$ cat src/rtl/bnn_classifier_seq.sv
// Sequential binary neural network classifier with runtime-loadable weights.
// Evaluates one hidden neuron or one output score per enabled cycle, then reports argmax class and margin.
module bnn_classifier_seq #(
    parameter int N_IN   = 8,
    parameter int N_HID  = 8,
    parameter int N_OUT  = 2,
    parameter int BIAS_W = 4,
    localparam int CLS_W = (N_OUT > 2) ? $clog2(N_OUT) : 1,
    localparam int MRG_W = $clog2(N_HID + 1)
) (
    input  logic              clk,
    input  logic              rst,
    input  logic              ena,
    input  logic              start,
    input  logic [N_IN-1:0]   feat,
    output logic              busy,
    output logic              done,
    output logic [CLS_W-1:0]  cls,
    output logic [MRG_W-1:0]  margin,
    output logic [N_HID-1:0]  hid_act,
    input  logic              wl_valid,
    input  logic [1:0]        wl_sel,
    input  logic [3:0]        wl_idx,
    input  logic [15:0]       wl_data,
    output logic              wl_ready
);

    localparam int PC_W   = $clog2(N_IN + 1);
    localparam int ACC_W  = PC_W + BIAS_W + 1;
    localparam int HID_IW = $clog2(N_HID);
    localparam logic [HID_IW-1:0] HID_LAST = HID_IW'(N_HID - 1);
    localparam logic [CLS_W-1:0]  OUT_LAST = CLS_W'(N_OUT - 1);
    localparam logic [4:0]        HID_ROWS = 5'(N_HID);
    localparam logic [4:0]        OUT_ROWS = 5'(N_OUT);

    typedef enum logic [1:0] {S_IDLE, S_HID, S_OUT, S_DONE} state_t;

    state_t state, state_nxt;

    logic [N_IN-1:0]   w_ih [N_HID];
    logic [BIAS_W-1:0] b_h  [N_HID];
    logic [N_HID-1:0]  w_ho [N_OUT];

    logic [N_IN-1:0]   x;
    logic [N_HID-1:0]  hid;
    logic [HID_IW-1:0] hid_idx;
    logic [CLS_W-1:0]  out_idx;
    logic [MRG_W-1:0]  best_score, second_score;
    logic [CLS_W-1:0]  best_idx;

    logic [N_IN-1:0]         xn_in;
    logic [PC_W-1:0]         pc_in;
    logic signed [ACC_W-1:0] acc;
    logic                    act;
    logic [N_HID-1:0]        xn_hid;
    logic [MRG_W-1:0]        score;
    logic [MRG_W-1:0]        best_nxt, second_nxt;
    logic [CLS_W-1:0]        idx_nxt;
    logic                    wr_en;
    logic                    wl_data_unused;

    assign wl_data_unused = ^wl_data;
    assign wr_en = wl_valid & wl_ready;

    // Hidden neuron: XNOR popcount plus sign-extended bias, activation is the sign test.
    always_comb begin
        xn_in = ~(x ^ w_ih[hid_idx]);
        pc_in = '0;
        for (int b = 0; b < N_IN; b++)
            pc_in = pc_in + PC_W'(xn_in[b]);
        acc = $signed({{(ACC_W - PC_W){1'b0}}, pc_in})
            + $signed({{(ACC_W - BIAS_W){b_h[hid_idx][BIAS_W-1]}}, b_h[hid_idx]});
        act = ~acc[ACC_W-1];
    end

    // Output score and running best/second-best; strict compare keeps the lowest index on ties.
    always_comb begin
        xn_hid = ~(hid ^ w_ho[out_idx]);
        score  = '0;
        for (int b = 0; b < N_HID; b++)
            score = score + MRG_W'(xn_hid[b]);
        best_nxt   = best_score;
        second_nxt = second_score;
        idx_nxt    = best_idx;
        if (score > best_score) begin
            second_nxt = best_score;
            best_nxt   = score;
            idx_nxt    = out_idx;
        end else if (score > second_score) begin
            second_nxt = score;
        end
    end

    always_ff @(posedge clk) begin
        if (rst)
            state <= S_IDLE;
        else
            state <= state_nxt;
    end

    always_comb begin
        state_nxt = state;
        busy      = (state != S_IDLE);
        done      = (state == S_DONE);
        wl_ready  = (state == S_IDLE);
        if (ena) begin
            case (state)
                S_IDLE:  if (start) state_nxt = S_HID;
                S_HID:   if (hid_idx == HID_LAST) state_nxt = S_OUT;
                S_OUT:   if (out_idx == OUT_LAST) state_nxt = S_DONE;
                S_DONE:  state_nxt = S_IDLE;
                default: state_nxt = S_IDLE;
            endcase
        end
    end

    always_ff @(posedge clk) begin
        if (rst) begin
            for (int i = 0; i < N_HID; i++) begin
                w_ih[i] <= '0;
                b_h[i]  <= '0;
            end
            for (int k = 0; k < N_OUT; k++)
                w_ho[k] <= '0;
            x            <= '0;
            hid          <= '0;
            hid_idx      <= '0;
            out_idx      <= '0;
            best_score   <= '0;
            second_score <= '0;
            best_idx     <= '0;
            cls          <= '0;
            margin       <= '0;
            hid_act      <= '0;
        end else begin
            if (wr_en) begin
                case (wl_sel)
                    2'd0: if ({1'b0, wl_idx} < HID_ROWS) w_ih[wl_idx[HID_IW-1:0]] <= wl_data[N_IN-1:0];
                    2'd1: if ({1'b0, wl_idx} < HID_ROWS) b_h[wl_idx[HID_IW-1:0]]  <= wl_data[BIAS_W-1:0];
                    2'd2: if ({1'b0, wl_idx} < OUT_ROWS) w_ho[wl_idx[CLS_W-1:0]]  <= wl_data[N_HID-1:0];
                    default: ;
                endcase
            end
            if (ena) begin
                case (state)
                    S_IDLE: begin
                        if (start) begin
                            x            <= feat;
                            hid_idx      <= '0;
                            out_idx      <= '0;
                            best_score   <= '0;
                            second_score <= '0;
                            best_idx     <= '0;
                        end
                    end
                    S_HID: begin
                        hid[hid_idx] <= act;
                        hid_idx      <= hid_idx + HID_IW'(1);
                    end
                    S_OUT: begin
                        best_score   <= best_nxt;
                        second_score <= second_nxt;
                        best_idx     <= idx_nxt;
                        out_idx      <= out_idx + CLS_W'(1);
                        // Results are captured on entry to DONE so they are valid while done is high.
                        if (out_idx == OUT_LAST) begin
                            cls     <= idx_nxt;
                            margin  <= best_nxt - second_nxt;
                            hid_act <= hid;
                        end
                    end
                    default: ;
                endcase
            end
        end
    end

endmodule
$ cat config.mk
export PLATFORM = sky130hd
export DESIGN_NAME = bnn_classifier_seq
export DESIGN_NICKNAME = d
export VERILOG_FILES = /design/src/rtl/bnn_classifier_seq.sv
export SDC_FILE = /design/constraint.sdc
export NUM_CORES = 1
export LEC_CHECK = 0
export CAP_MARGIN = 20
export CORE_MARGIN = 1.5
export CORE_UTILIZATION = 49
export CTS_BUF_LIST = sky130_fd_sc_hd__clkbuf_4 sky130_fd_sc_hd__clkbuf_8 sky130_fd_sc_hd__clkbuf_16
export DETAILED_ROUTE_END_ITERATION = 12
export PLACE_DENSITY = 0.68
export SYNTH_ARGS = -nofsm -noshare
export SYNTH_HDL_FRONTEND = slang
export SYNTH_SLANG_ARGS = --single-unit
$ cat constraint.sdc
create_clock -name clk -period 8.6 [get_ports clk]
set_input_delay 0.86 -clock clk [delete_from_list [all_inputs] [get_ports clk]]
set_output_delay 0.86 -clock clk [all_outputs]
set_load 0.01 [all_outputs]
# --- Word-level counts from Yosys, hierarchy flattened ---
# Memories as Yosys holds them, arrays and structs flattened. A register that Yosys moved wholly into a read port is not among the register bits.
# Index checks and enable logic that the tools add are counted.
totals:
  ramBits: 112
  inputBits: 35
  output_inout_bits: 16
  mem_count: 3
  ff_bits: 44
mem_list:
  columns: ["memory", "words", "width", "rd", "rd_ports_with_merged_regs", "wr", "line", "source"]
  rows:
  - ["w_ih", 8, 8, 1, 1, 8, "40", "logic [N_IN-1:0] w_ih [N_HID];"]
  - ["b_h", 8, 4, 1, 1, 8, "41", "logic [BIAS_W-1:0] b_h [N_HID];"]
  - ["w_ho", 2, 8, 1, 1, 2, "42", "logic [N_HID-1:0] w_ho [N_OUT];"]
classes:
  reduce_logical: 15
  n_addsub: 18
  eq_ne: 9
  bitwise_logic: 6
  order_cmp: 6
  muxes: 50
ops:
  columns: ["op", "count"]
  rows:
  - ["4-bit by 1-bit adder with 4-bit output", 8]
  - ["1-bit 2-to-1 mux", 25]
  - ["3-bit 2-to-1 mux", 7]
  - ["4-bit 2-to-1 mux", 5]
  - ["8-bit 2-to-1 mux", 2]
  - ["8-bit NOT", 2]
  - ["4-bit one-hot mux with 2 select lines", 2]
  - ["8-bit OR reduction", 2]
  - ["8-bit XOR", 2]
  - ["3-bit AND reduction", 4]
  - ["3-bit by 1-bit adder with 4-bit output", 2]
  - ["8-bit bitwise mux", 1]
  - ["4-bit greater-than comparator", 2]
  - ["2-bit one-hot mux with 4 select lines", 1]
  - ["2-bit by 1-bit adder with 3-bit output", 2]
  - ["5-bit by 4-bit adder with 6-bit output", 1]
  - ["2-bit equality test, second input constant", 3]
  - ["2-bit 2-to-1 mux", 3]
  - ["2-bit != test, second input constant", 3]
  - ["3-bit one-hot mux with 2 select lines", 1]
  - ["2-bit nonzero test", 3]
  - ["1-bit by 1-bit adder with 2-bit output", 2]
  - ["2-bit by 1-bit equality test with 1-bit output, second input constant", 2]
  - ["2-bit zero test", 2]
  - ["16 further kinds", 17]

# --- Depth between registers and ports, before layout ---
# Gate-level depths: netlist of run 1.
logic_depth:
  ltp_word: 13
  mapped_depth: 24
  ltp_nobuf: 22

# --- Worst setup path before layout of run 1 ---
# No wires, ideal clock.
synth_path:
  kind: "register -> register"
  start: "reg with a tool-made name"
  end: "reg margin[3]"
  setup_time_ns: 0.128
  synth_period_minus_slack_ns: 5.969
  path_stages_with_launch: 23
  slack_ns: 2.631
  arrival_ns: 5.841
  path_cell_list: "dfxtp_1 clkbuf_1 mux2i_1 xnor2_1 fa_1 fa_1 inv_1 fa_1 ha_1 fa_1 xor2_1 ha_1 and4_1 a21oi_1 nand2_1 o211ai_1 o21ai_0 ha_1 a21o_1 a21o_1 or3_1 a21oi_1 nor4b_1"
synth_lines:
  columns: ["item", "line", "source"]
  rows:
  - ["end signal: assignment", "168", "margin <= best_nxt - second_nxt;"]
  - ["end: declaration", "19", "output logic [MRG_W-1:0] margin,"]

==> results by stage, run 1 <==
Clocking:
- The clock passes through at most 2 buffers.
- The clock root buffer is clkbuf_16.
- The clock latency reported for the late side of the worst-skew pair is between 0.4 and 0.5 ns.
- After clock tree synthesis, the repair step resized 0 gates.
- The H-tree was split into 4 levels.
- The clock sink count is 160.
- The CTS buffer count is 17.
- The CTS clock-pin slew for the worst setup and hold paths is approximately 0.070 ns.
- The CTS tree is yes.
- Once the clock tree was built, the setup fixing pass inserted 0 buffers.
- The hold buffer count at cts is 0.

Routing:
- After detailed routing, the number of remaining DRC violations is 0.
- The via count is approximately 4800.
- The count of nets left with antenna violations once routing finished came out at 0.
- The per-cell via count in the routed design is 5.29.
- The first routing iteration left 422 violations.
- The average wire per cell in the routed design is 17.1 um.
- For this block, the routed nets add up to 15500 um of wire.
- The detailed-routing iteration count for the pre-antenna-repair pass is 4.

Place:
- The pre-CTS setup slack is 1.93 ns.
- Counting tap cells, the placed design contains a total of around 880 instances.
- The post-detailed-placement half-perimeter wirelength is between 10000 and 15000 um.
- The number of buffers added on ports is 42.
- Once placement finished, the instance area stood at 8520 um2.
- The weighted congestion at the end of routability-driven global placement is ~0.8.

Yosys:
- The flip-flop and latch count after synthesis is 160.
- The largest total area in the synthesized netlist belongs to edfxtp_1.
- The adder-cell area share of the yosys netlist is 0.0623.
- The fraction of the mapped netlist area in simple logic gates is 0.190.
- Ranked by total cell area, the synthesized netlist is headed by edfxtp_1 43%, dfxtp_1 12%, and2_1 9.0%.
- The main combinational cell family by area after synthesis is simple AND/OR/NAND/NOR gates.
- The number of warnings reported in the yosys synthesis log is 0.
- In this run the mean area of a mapped cell was approximately 12 um2.
- For this run, the register share of the synthesized area comes to 0.547.
- For this run, asynchronously set or reset flops after synthesis account for 0.
- Measured against the total synthesized area, the mux share comes to 0.101.
- The number of enable-type register cells in the synthesized netlist is ~110.
- The area of the mapped netlist is just under 8000 um2.
- Of the post-synthesis cell area, the dominant cell type holds 0.425.
- The post-synth net total is 713.
- The share of the synthesized netlist area taken by xor and xnor gates is 0.0232.
- The count of different cell masters after synthesis is 48.
- The cell count after synthesis is 644.
- The dominant register cell in the synthesized netlist is edfxtp_1.
- The area fraction in compound gates after synthesis was 0.0535.

Timing:
- The setup TNS is 0 ns.
- The final worst clock skew is about 0.0077 ns.
- The headroom to the max-slew limit is 0.386.
- The highest clock frequency the design can meet is ~150 MHz.
- The final setup violation count is 0.
- The slew at the pin closest to its max-slew limit is just over 0.9 ns.
- Setup repair after global routing left no endpoint under its margin.
- The number of pins with negative max-slew slack in the final report came to 0.
- The minimum setup slack in the final design is slightly below 2 ns.
- Dividing the final minimum period by the clock period gives 0.772.
- The clock period minus worst slack is 6.64 ns.
- The number of endpoints with negative hold slack in the final report is 0.
- The smallest hold slack is ~0.45 ns.

Worst hold path:
- The tightest min-delay check is of the reg -> reg type.
- Counting instances, the worst hold path has a depth of 2.

Final layout:
- In the layout the commonest cells are 114 x and2_1, 112 x edfxtp_1, 48 x dfxtp_1.
- The total inserted antenna cells is 0.
- The post-route cell area is a little over 9000 um2.
- The library cell used most frequently in the layout, excluding fill and tap cells, is and2_1.
- Excluding fillers, the count of instances in the completed layout stands at between 900 and 1000.
- The share of the core filled with cells in the final layout is 0.572.
- Relative to the synthesized area, the layout overhead comes to 14.5%.
- The share of final-layout standard cells stronger than drive strength 1 is 0.141.
- The net count of the finished layout is 751.

Floorplanning:
- The area of the die is 16900 um2.
- The horizontal die dimension is between 100 and 150 um.
- Pin placement for this block handled between 50 and 60 I/O pins.
- The initial cell density of the core is 0.500.
- After floorplanning, the core was divided into 46 placement rows.
- The die boundary height is 130 um.
- The core region is 15800 um2.

Run status:
- The flow ran to the end, and the final reports show no timing, DRC or antenna violations.

Critical path:
- The maximum fanout encountered on the critical timing path is 11.
- Traced cell by cell, the critical path runs through mux2i_1 > xnor2_1 > fa_1 > fa_1 > inv_1 > fa_1 > ha_1 > fa_1 > xor2_1 > ha_1 > and2_1 > a32oi_1 > o21ai_0 > ha_1 > a21o_1 > a21o_1 > or3_1 > a21oi_1 > nor4b_1.
- In this run the register-to-register setup slack is 1.96 ns.
- Data on the critical path is required at its endpoint by just under 9 ns.
- The arrival time of the worst setup path is 6.93 ns.
- Counting stages on the worst path, the most repeated cell is fa_1.
- The largest single stage delay on the critical path is 0.72 ns.
- The worst register-to-register path has a depth of 19.
- The worst setup path endpoint is margin[3].
- The kind of critical path is reg -> reg.
- The largest individual stage delay along the critical path comes from the cell a32oi_1.
- The terminus of the critical flop-to-flop path is margin[3].
- STA classifies the critical path startpoint as a register.
- STA classifies the critical path endpoint as a register.

GRT:
- Across every metal layer, demand over resource in global routing totals 0.197.
- The via count of the first global-routing pass is about 4800.
- The first-pass GRT wire length is ~25000 um.
- The total congestion overflow is 0.
- The number of antenna violations at the first check in global routing was 0.
- The maximum number of pins on one net before global-route repair is 63.

Run:
- The count of max-cap constraint violations is 0.

Power and ir drop:
- The overall power after layout is around 2 mW.
- IR analysis of the VDD net gives a maximum drop of about 140 uV.
- The cell area power density is between 200 and 250 nW/um2.
- Summed over all cells, the static leakage comes to 3.27 nW.
## layout make-up
type	count	area, um2
Fill cell	1312	6770
Sequential cell	160	4320
Multi-Input combinational cell	435	3400
Timing Repair Buffer	45	438
Clock buffer	17	425
Tap cell	216	270
Clock inverter	15	115
Inverter	23	86.3
## power by group
part           internal [mW]  switching, mW
registers              0.845        0.00990
logic                  0.180          0.244
clock network          0.371          0.315
total                   1.40          0.569
## worst min-delay path by stage
stage / from / to
CTS: hid_act[1] / hid_act[1]
global placement: hid_act[2] / hid_act[2]
detailed placement: hid_act[1] / hid_act[1]
finish: hid_act[1] / hid_act[1]
floorplan: second_score[2] / second_score[2]
global route: margin[1] / margin[1]
## cell usage after synthesis, types with 2 or more instances
cell / number
nor2_2: 7
or2_2: 18
o211ai_1: 2
a22oi_1: 5
dfxtp_1: 48
o21ai_0: 9
nand3b_1: 3
a211oi_1: 11
clkbuf_1: 22
buf_2: 3
ha_1: 25
nand2b_1: 5
xnor2_1: 16
edfxtp_1: 112
mux2i_1: 21
nor2b_1: 3
nand4_1: 2
nand2_1: 44
nor3_1: 6
mux2_2: 4
nor2_1: 40
and3_1: 3
and2_1: 114
a32oi_1: 3
mux4_2: 24
xor2_1: 5
nand3_1: 7
fa_1: 9
a21o_1: 4
inv_1: 23
a21oi_1: 25
nor3_2: 2
a22o_1: 2
nor3_4: 3
## critical path: cells and delay by family (launching register included)
family                   cells  cell delay, ns
adder cells (fa/ha/maj)      7            2.80
buffers and inverters        1            0.06
flip-flops                   1            0.58
XOR/XNOR                     2            0.58
multiplexers                 1            0.30
AO/OA/AOI/OAI                5            1.59
AND/OR/NAND/NOR              3            0.60
## cells by family (layout without fill, tap and decap cells)
kind of cell | Yosys count | in the layout
compound gates | 66 | 66
xor+xnor | 21 | 21
fa+ha+maj | 34 | 34
buf+inv | 49 | 100
flops | 160 | 160
mux | 49 | 49
simple gates | 265 | 265
## metal layers
metal | GRT usage | vias up | share of wire
met5 | 0 | - | 0
met3 | 0.0459 | 13 | 0.038
met1 | 0.250 | 2350 | 0.44
met4 | 0.0614 | 0 | 0.012
met2 | 0.337 | 92 | 0.51
li1 | - | 2366 | -
## flip-flops by register name (all words and copies together) (netlist names), named ones only
register      count
best_idx          1
hid_idx           3
x                 8
second_score      4
best_score        4
hid_act           8
state             2
w_ih             64
margin            4
hid               8
b_h              32
cls               1
w_ho             16
out_idx           1
No activity file was read; power rests on OpenSTA's default activity.
==> run 2: changes to the inputs <==
- PLACE_DENSITY: 0.68 -> 0.71
- clock period: 8.6 -> 5.38 ns (I/O delays scaled with it)
==> run 2 against run 1 <==
Compared with the run above:
- the run now ends with setup timing left
- fmax grew 21%
- critical endpoint unchanged
- largest power group unchanged
- clock power grew 66%
- sequential share of layout area shrank 1.4 points
- clock-buffer cell count is the same
- total power grew 74%
- global-route usage grew 0.39 points
==> results by stage, run 2 (synthesized netlist as in run 1, its figures left out) <==
Floorplanning:
- The count of pins on the block boundary is 51 (unchanged).
- The floorplan row count is 46 (unchanged).
- The initial cell density of the core is 0.500 (unchanged).
- The area of the die came to 16900 um2 (unchanged).
- The horizontal die dimension is 130 um (unchanged).
- The die boundary height was 130 um (unchanged).
- The placeable core region came to 15800 um2 (unchanged).

Clocking:
- The clock latency reported for the late side of the worst-skew pair is 0.43 ns (about the same).
- The clock sink count is 160 (unchanged).
- The tree is rooted in a clkbuf_16.
- The hold buffer count at cts is 0 (unchanged).
- The H-tree level count came to 4 (unchanged).
- The CTS clock-pin slew for the worst setup and hold paths came to 0.06 ns (about the same).
- The number of buffers between clock root and the deepest sink is 2 (unchanged).
- The CTS buffer count was 17 (unchanged).
- The CTS tree is yes.

Final layout:
- The final net count came to 775 (+3.2%).
- From synthesis to final layout, the design area changed by 18.2%.
- The flip-flop count of the largest register, all copies and words added is 64 (unchanged).
- In the final layout, the registers with the most flip-flops are w_ih: 64 flops, b_h: 32 flops, w_ho: 16 flops.
- The top cell types in the final layout, fill and taps aside, are 113 x and2_1, 112 x edfxtp_1, 47 x dfxtp_1.
- The share of final-layout standard cells stronger than drive strength 1 is 0.182 (+0.0412).
- The register with the most flip-flops in the final layout is w_ih.
- The total inserted antenna cells was 0 (unchanged).
- The layout filler cell count is 1261 (-3.9%).
- The most common cell after layout, fill and taps aside is and2_1.
- The post-route cell area is 9350 um2 (+3.2%).

Run:
- The count of max-cap constraint violations is 0 (unchanged).

Critical path:
- The logic depth of the worst path, buffers included was 19 (unchanged).
- Counting stages on the worst path, the most repeated cell is fa_1.
- The setup slack on the worst flop-to-flop path was -0.13 ns (-2.09 ns).
- STA classifies the critical path endpoint as a register.
- The arrival time of the worst setup path is 5.79 ns (-1.14 ns).
- The worst register-to-register path ends at margin[3].
- The cell with the largest stage delay on the worst path is fa_2.
- The required arrival time at the worst endpoint is 5.66 ns (-3.23 ns).
- The worst setup path endpoint is margin[3].
- Broken down by cell family, the worst path's largest delay share belongs to adder cells.
- Walking the worst path, the cells encountered are mux2i_1 > xnor2_1 > fa_1 > fa_1 > inv_1 > fa_1 > ha_2 > fa_2 > ha_4 > nor2b_1 > o211ai_1 > a21oi_4 > mux2_4 > mux2i_2 > ha_1 > a21o_1 > or3_1 > a21oi_1 > nor4b_1.
- The count of cells along the worst register-to-register path was 19 (unchanged).
- The maximum single-stage delay on the critical path is 0.64 ns (-0.08 ns).
- The kind of start point of the critical path is a register.
- The buffer and inverter count on the worst path is 1 (unchanged).
- The maximum fanout encountered on the critical timing path is 5 (-6).
- The setup path with the least slack is of type reg -> reg.

Routing:
- The total detailed-routing wirelength is 15700 um (+1.3%).
- The remaining antenna violation count after routing is 0 (unchanged).
- The number of violations reported at the end of detailed-routing iteration 0 was 387 (-8.3%).
- The DRC violation count after routing is 0 (unchanged).
- The via count is 4919 (+2.0%).
- The per-cell via count in the routed design is 5.26 (-0.59%).
- The average wire per cell in the routed design came to 16.8 um (-1.3%).
- The detailed-routing iteration count for the pre-antenna-repair pass is 5 (+1).

Run status:
- The run finished, with violations left.
- The checks that failed: setup timing.

GRT:
- The number of antenna violations at the first check in global routing is 0 (unchanged).
- The total congestion overflow is 0 (unchanged).
- The via count of the first global-routing pass is 5007 (+4.1%).
- The combined global-route utilization of all metal layers came to 0.201 (+0.00393).
- The maximum number of pins on one net before global-route repair came to 63 (unchanged).
- The first-pass GRT wire length was 25400 um (+1.9%).

Power and ir drop:
- The leakage dissipation came to 3.42 nW (+4.5%).
- The combinational share of power was 0.266 (+0.050).
- The fraction of power spent switching nets is 0.289 (-0.000351).
- The internal portion of total power was 2.43 mW (+74%).
- The relative contribution of sequential cells to total power is 0.399 (-0.036).
- The part of the power in the clock network is 0.334 (-0.015).
- The net switching power was 988 uW (+74%).
- The cell area power density is 366 nW/um2 (+69%).
- The worst supply voltage drop on vdd is 261 uV (+88%).
- The overall power after layout is 3.42 mW (+74%).

Worst hold path:
- The worst hold-check path type is reg -> reg.
- The worst hold path depth is 2 (unchanged).

Timing:
- The final setup violation count is 1 (+1).
- The number of pins with negative max-slew slack in the final report is 0 (unchanged).
- The minimum setup slack in the final design was -0.130 ns (-2.09 ns).
- The clock period minus worst slack is 5.51 ns (-1.13 ns).
- The headroom to the max-slew limit is 0.544 (+0.159).
- The smallest hold slack was 0.461 ns (+0.00914 ns).
- Setup repair after global routing could not meet its margin everywhere.
- The highest clock frequency the design can meet is 182 MHz (+21%).
- The slew at the pin closest to its max-slew limit is 0.681 ns (-0.240 ns).
- The final worst clock skew is 0.0126 ns (+0.00494 ns).
- The number of endpoints with negative hold slack in the final report is 0 (unchanged).
- The part of the cycle the worst path needs is 1.02 (+0.252).

Place:
- The post-placement cell area is 8730 um2 (+2.4%).
- The weighted congestion at the end of routability-driven global placement is 0.829 (+3.4%).
- The pre-CTS setup slack came to -0.214 ns (-2.15 ns).
- The post-detailed-placement half-perimeter wirelength is 11500 um (+0.14%).
- The number of buffers added on ports is 42 (unchanged).
==> run 2: stage by stage <==
step,util,setup TNS [ns],cells
detailed placement,0.551,-0.260,899
floorplan,-,0,644
CTS,0.590,-0.131,935
global placement,0.551,-0.118,899
global route,0.591,-0.730,935
finish,0.591,-0.130,935
==> run 2: how the worst min path moves through the flow <==
stage                               start  slack [ns]         endpoint
after floorplan           second_score[2]        0.45  second_score[2]
after detailed placement       hid_act[2]        0.45       hid_act[2]
final                          hid_act[5]        0.46       hid_act[5]
after global routing           hid_act[5]        0.47       hid_act[5]
after CTS                      hid_act[4]        0.46       hid_act[4]
after global placement         hid_act[2]        0.44       hid_act[2]
==> run 2: final cells by class <==
| class | count | area [um2] | share of cell area |
|---|---|---|---|
| sequential | 160 | 4330 | 0.463 |
| tap | 216 | 270 | 0.0289 |
| inverter | 23 | 86.3 | 0.00923 |
| clock inverter | 15 | 148 | 0.0158 |
| timing repair buffer | 69 | 631 | 0.0674 |
| multi-input combinational | 435 | 3460 | 0.370 |
| clock buffer | 17 | 425 | 0.0455 |
==> run 2: timing repair <==
item / CTS / global route
endpoints found under the setup margin: 3 / 3
pin swaps: 7 / 2
resized for setup: 4 / 3
setup buffers: 4 / 0
==> run 2: per-layer routing <==
layer  share of wire  wire, um  up-vias  global-route usage
li1                -         -     2407                   -
met1            0.43      6820     2373               0.256
met2            0.50      7910      116               0.338
met3           0.046       719       23              0.0455
met4           0.019       295        0              0.0745
met5               0         0        -                   0
==> run 2: worst reg2reg max path: cells and delay by family, from the launching register on <==
family | cells | cell delay [ns]
AO/OA/AOI/OAI | 4 | 0.74
XOR/XNOR | 1 | 0.17
adder cells (fa/ha/maj) | 7 | 2.80
buffers and inverters | 1 | 0.05
flip-flops | 1 | 0.37
multiplexers | 3 | 0.71
AND/OR/NAND/NOR | 3 | 0.53
==> run 2: power groups by stage <==
stage	combinational (mW)	clock, mW	sequential [mW]
6_report	0.911	1.14	1.37
4_1_cts	0.900	1.15	1.37
5_1_grt	1.01	1.21	1.37
3_5_place_dp	0.854	0	1.39
2_1_floorplan	0.543	0	1.39
3_3_place_gp	0.828	0	1.39
==> run 3: changes to the inputs <==
- PLACE_DENSITY: 0.71 -> 0.68
- clock period: 5.38 -> 5.5 ns (I/O delays scaled with it)
==> run 3 against run 2 <==
Compared with the run above:
- via count up 1.6%
- critical path type unchanged
- setup slack better by 0.089 ns
- the run still ends with setup timing left
- fmax down 0.56%
==> results by stage, run 3 (synthesized netlist as in run 1, its figures left out) <==
Run status:
- The run finished, with violations left.
- The checks that failed: setup timing.

Floorplanning:
- The horizontal die dimension is 130 um (unchanged).
- The count of pins on the block boundary is 51 (unchanged).
- The die boundary height is 130 um (unchanged).
- The area of the die was 16900 um2 (unchanged).
- The floorplan row count is 46 (unchanged).
- The placeable core region is 15800 um2 (unchanged).
- The initial cell density of the core is 0.500 (unchanged).

Power and ir drop:
- The leakage dissipation is 3.47 nW (+1.4%).
- The cell area power density is 365 nW/um2 (-0.29%).
- The worst supply voltage drop on vdd is 210 uV (-20%).

Timing:
- The final setup violation count is 1 (unchanged).
- The number of pins with negative max-slew slack in the final report was 0 (unchanged).
- The setup TNS is -0.0404 ns (+0.0892 ns).
- The clock period minus worst slack is 5.54 ns (+0.0308 ns).
- The number of endpoints with negative hold slack in the final report came to 0 (unchanged).
- The headroom to the max-slew limit was 0.525 (-0.0190).
- The highest clock frequency the design can meet came to 180 MHz (-0.56%).
- Setup repair after global routing could not meet its margin everywhere.
- The slew at the pin closest to its max-slew limit is 0.710 ns (+0.0285 ns).
- The part of the cycle the worst path needs is 1.01 (-0.0167).
- The minimum setup slack in the final design came to -0.0404 ns (+0.0892 ns).
- The final worst clock skew was 0.0110 ns (-0.00167 ns).

Critical path:
- The arrival time of the worst setup path is 5.82 ns (+0.03 ns).
- In this run the worst setup path terminates at margin[3].
- STA classifies the critical path endpoint as a register.
- The dominant cell type by count on the critical path is fa_1.
- The terminus of the critical flop-to-flop path is margin[3].
- The worst setup path is launched from a register.
- The cell with the largest stage delay on the worst path is fa_2.
- The kind of critical path is reg -> reg.
- The required arrival time at the worst endpoint came to 5.78 ns (+0.12 ns).
- The maximum single-stage delay on the critical path is 0.61 ns (-0.03 ns).
- The maximum fanout encountered on the critical timing path is 5 (unchanged).
- The count of cells along the worst register-to-register path is 20 (+1).
- The setup slack on the worst flop-to-flop path is -0.04 ns (+0.09 ns).
- The critical path goes through mux2i_2 > xnor2_2 > fa_1 > fa_1 > inv_1 > fa_1 > ha_2 > fa_2 > ha_4 > nor2b_4 > o211ai_1 > a21oi_4 > o211ai_1 > o21ai_1 > ha_1 > a21o_1 > a21o_1 > or3_4 > a21oi_2 > nor4b_1.

GRT:
- The combined global-route utilization of all metal layers was 0.205 (+0.00418).
- The first-pass GRT wire length is 25700 um (+1.5%).
- The maximum number of pins on one net before global-route repair is 63 (unchanged).
- The total congestion overflow is 0 (unchanged).
- The number of antenna violations at the first check in global routing is 0 (unchanged).
- The via count of the first global-routing pass came to 4915 (-1.8%).

Final layout:
- The register ranked first by flip-flop count is w_ih.
- The footprint of the flip-flops and latches came to 4330 um2 (unchanged).
- The share of the core filled with cells in the final layout is 0.600 (+0.00956).
- The total inserted antenna cells is 0 (unchanged).
- The library cells used most frequently in the layout, excluding fill and tap cells, are 113 x and2_1, 112 x edfxtp_1, 47 x dfxtp_1.
- The largest registers in the layout are w_ih: 64 flops, b_h: 32 flops, w_ho: 16 flops.
- The share of final-layout standard cells stronger than drive strength 1 is 0.211 (+0.0291).
- The layout filler cell count is 1240 (-1.7%).
- The flip-flop count of the largest register, all copies and words added was 64 (unchanged).
- The signed area change from the synthesized netlist to the final layout is 20.1%.
- The most common cell after layout, fill and taps aside is and2_1.
- The final net count is 780 (+0.65%).
- The area of combinational cells with multiple inputs is 3590 um2 (+3.6%).

Place:
- The number of buffers added on ports is 42 (unchanged).
- The post-detailed-placement half-perimeter wirelength is 11900 um (+3.0%).
- The weighted congestion at the end of routability-driven global placement was 0.824 (-0.62%).

Routing:
- The remaining antenna violation count after routing came to 0 (unchanged).
- The total detailed-routing wirelength was 16300 um (+3.7%).
- The detailed-routing iteration count for the pre-antenna-repair pass is 5 (unchanged).
- The average wire per cell in the routed design is 17.4 um (+3.1%).
- The per-cell via count in the routed design came to 5.32 (+1.1%).
- The DRC violation count after routing is 0 (unchanged).
- The number of violations reported at the end of detailed-routing iteration 0 is 463 (+20%).
- The via count is 5000 (+1.6%).

Clocking:
- The CTS tree is yes.
- The clock sink count is 160 (unchanged).
- The H-tree level count was 4 (unchanged).
- The clock root buffer is clkbuf_16.
- The hold buffer count at cts was 0 (unchanged).
- The CTS buffer count is 17 (unchanged).
- The number of buffers between clock root and the deepest sink is 2 (unchanged).
- The clock latency reported for the late side of the worst-skew pair is 0.43 ns (about the same).
- The CTS clock-pin slew for the worst setup and hold paths is 0.06 ns (about the same).

Run:
- The count of max-cap constraint violations is 0 (unchanged).

Worst hold path:
- The worst hold-check path type is reg -> reg.
- The startpoint identified for the worst hold timing path is margin[1].
[run 3: worst min-delay path by stage]
stage	slack (ns)	cells after the start	endpoint
global placement	0.44	2	hid_act[2]
floorplan	0.44	2	second_score[2]
detailed placement	0.45	2	hid_act[6]
finish	0.45	2	margin[1]
CTS	0.45	2	hid_act[6]
global route	0.47	2	hid_act[6]
[run 3: cell type report]
type | instances | share of cell area
multi-input combinational | 435 | 0.377
timing repair buffer | 74 | 0.0703
tap | 216 | 0.0284
clock inverter | 14 | 0.0137
sequential | 160 | 0.455
clock buffer | 18 | 0.0456
inverter | 23 | 0.00909
[run 3: timing repair]
action | 4_1_cts | 5_1_grt
pin swaps | 15 | 12
resized for setup | 12 | 19
buffers inserted | 7 | 5
endpoints found under the setup margin | 3 | 3
[run 3: report_power, final]
| part | internal (mW) | switching, mW | total [mW] | leakage, nW |
|---|---|---|---|---|
| Clock | 0.634 | 0.494 | 1.13 | 0.267 |
| Combinational | 0.528 | 0.471 | 0.999 | 1.65 |
| Sequential | 1.32 | 0.0175 | 1.34 | 1.55 |
[run 3: critical path: cells and delay by family, from the launching register on]
kind	cells	cell delay, ns
AO/OA/AOI/OAI	7	1.27
XOR/XNOR	1	0.15
adder cells (fa/ha/maj)	7	2.69
buffers and inverters	1	0.05
flip-flops	1	0.41
multiplexers	1	0.30
AND/OR/NAND/NOR	3	0.53
[run 3: per-layer routing]
layer  GRT usage  wire length (um)  up-vias
li1            -                 -     2421
met1       0.258              7260     2449
met2       0.356              8290      111
met3      0.0521               585       19
met4      0.0516               185        0
met5           0                 0        -
[run 3: metrics by stage]
stage          setup slack (ns)  power, mW  hold slack [ns]  cell area, um2  instances
2_1_floorplan            0.0174       1.87            0.443            7940        644
3_3_place_gp             -0.141       2.14            0.444            8700        898
6_report                -0.0404       3.47            0.453            9500        940
5_1_grt                  -0.225       3.63            0.472            9500        940
4_1_cts                 0.00184       3.39            0.455            9380        937
3_5_place_dp             -0.267       2.16            0.446            8700        898
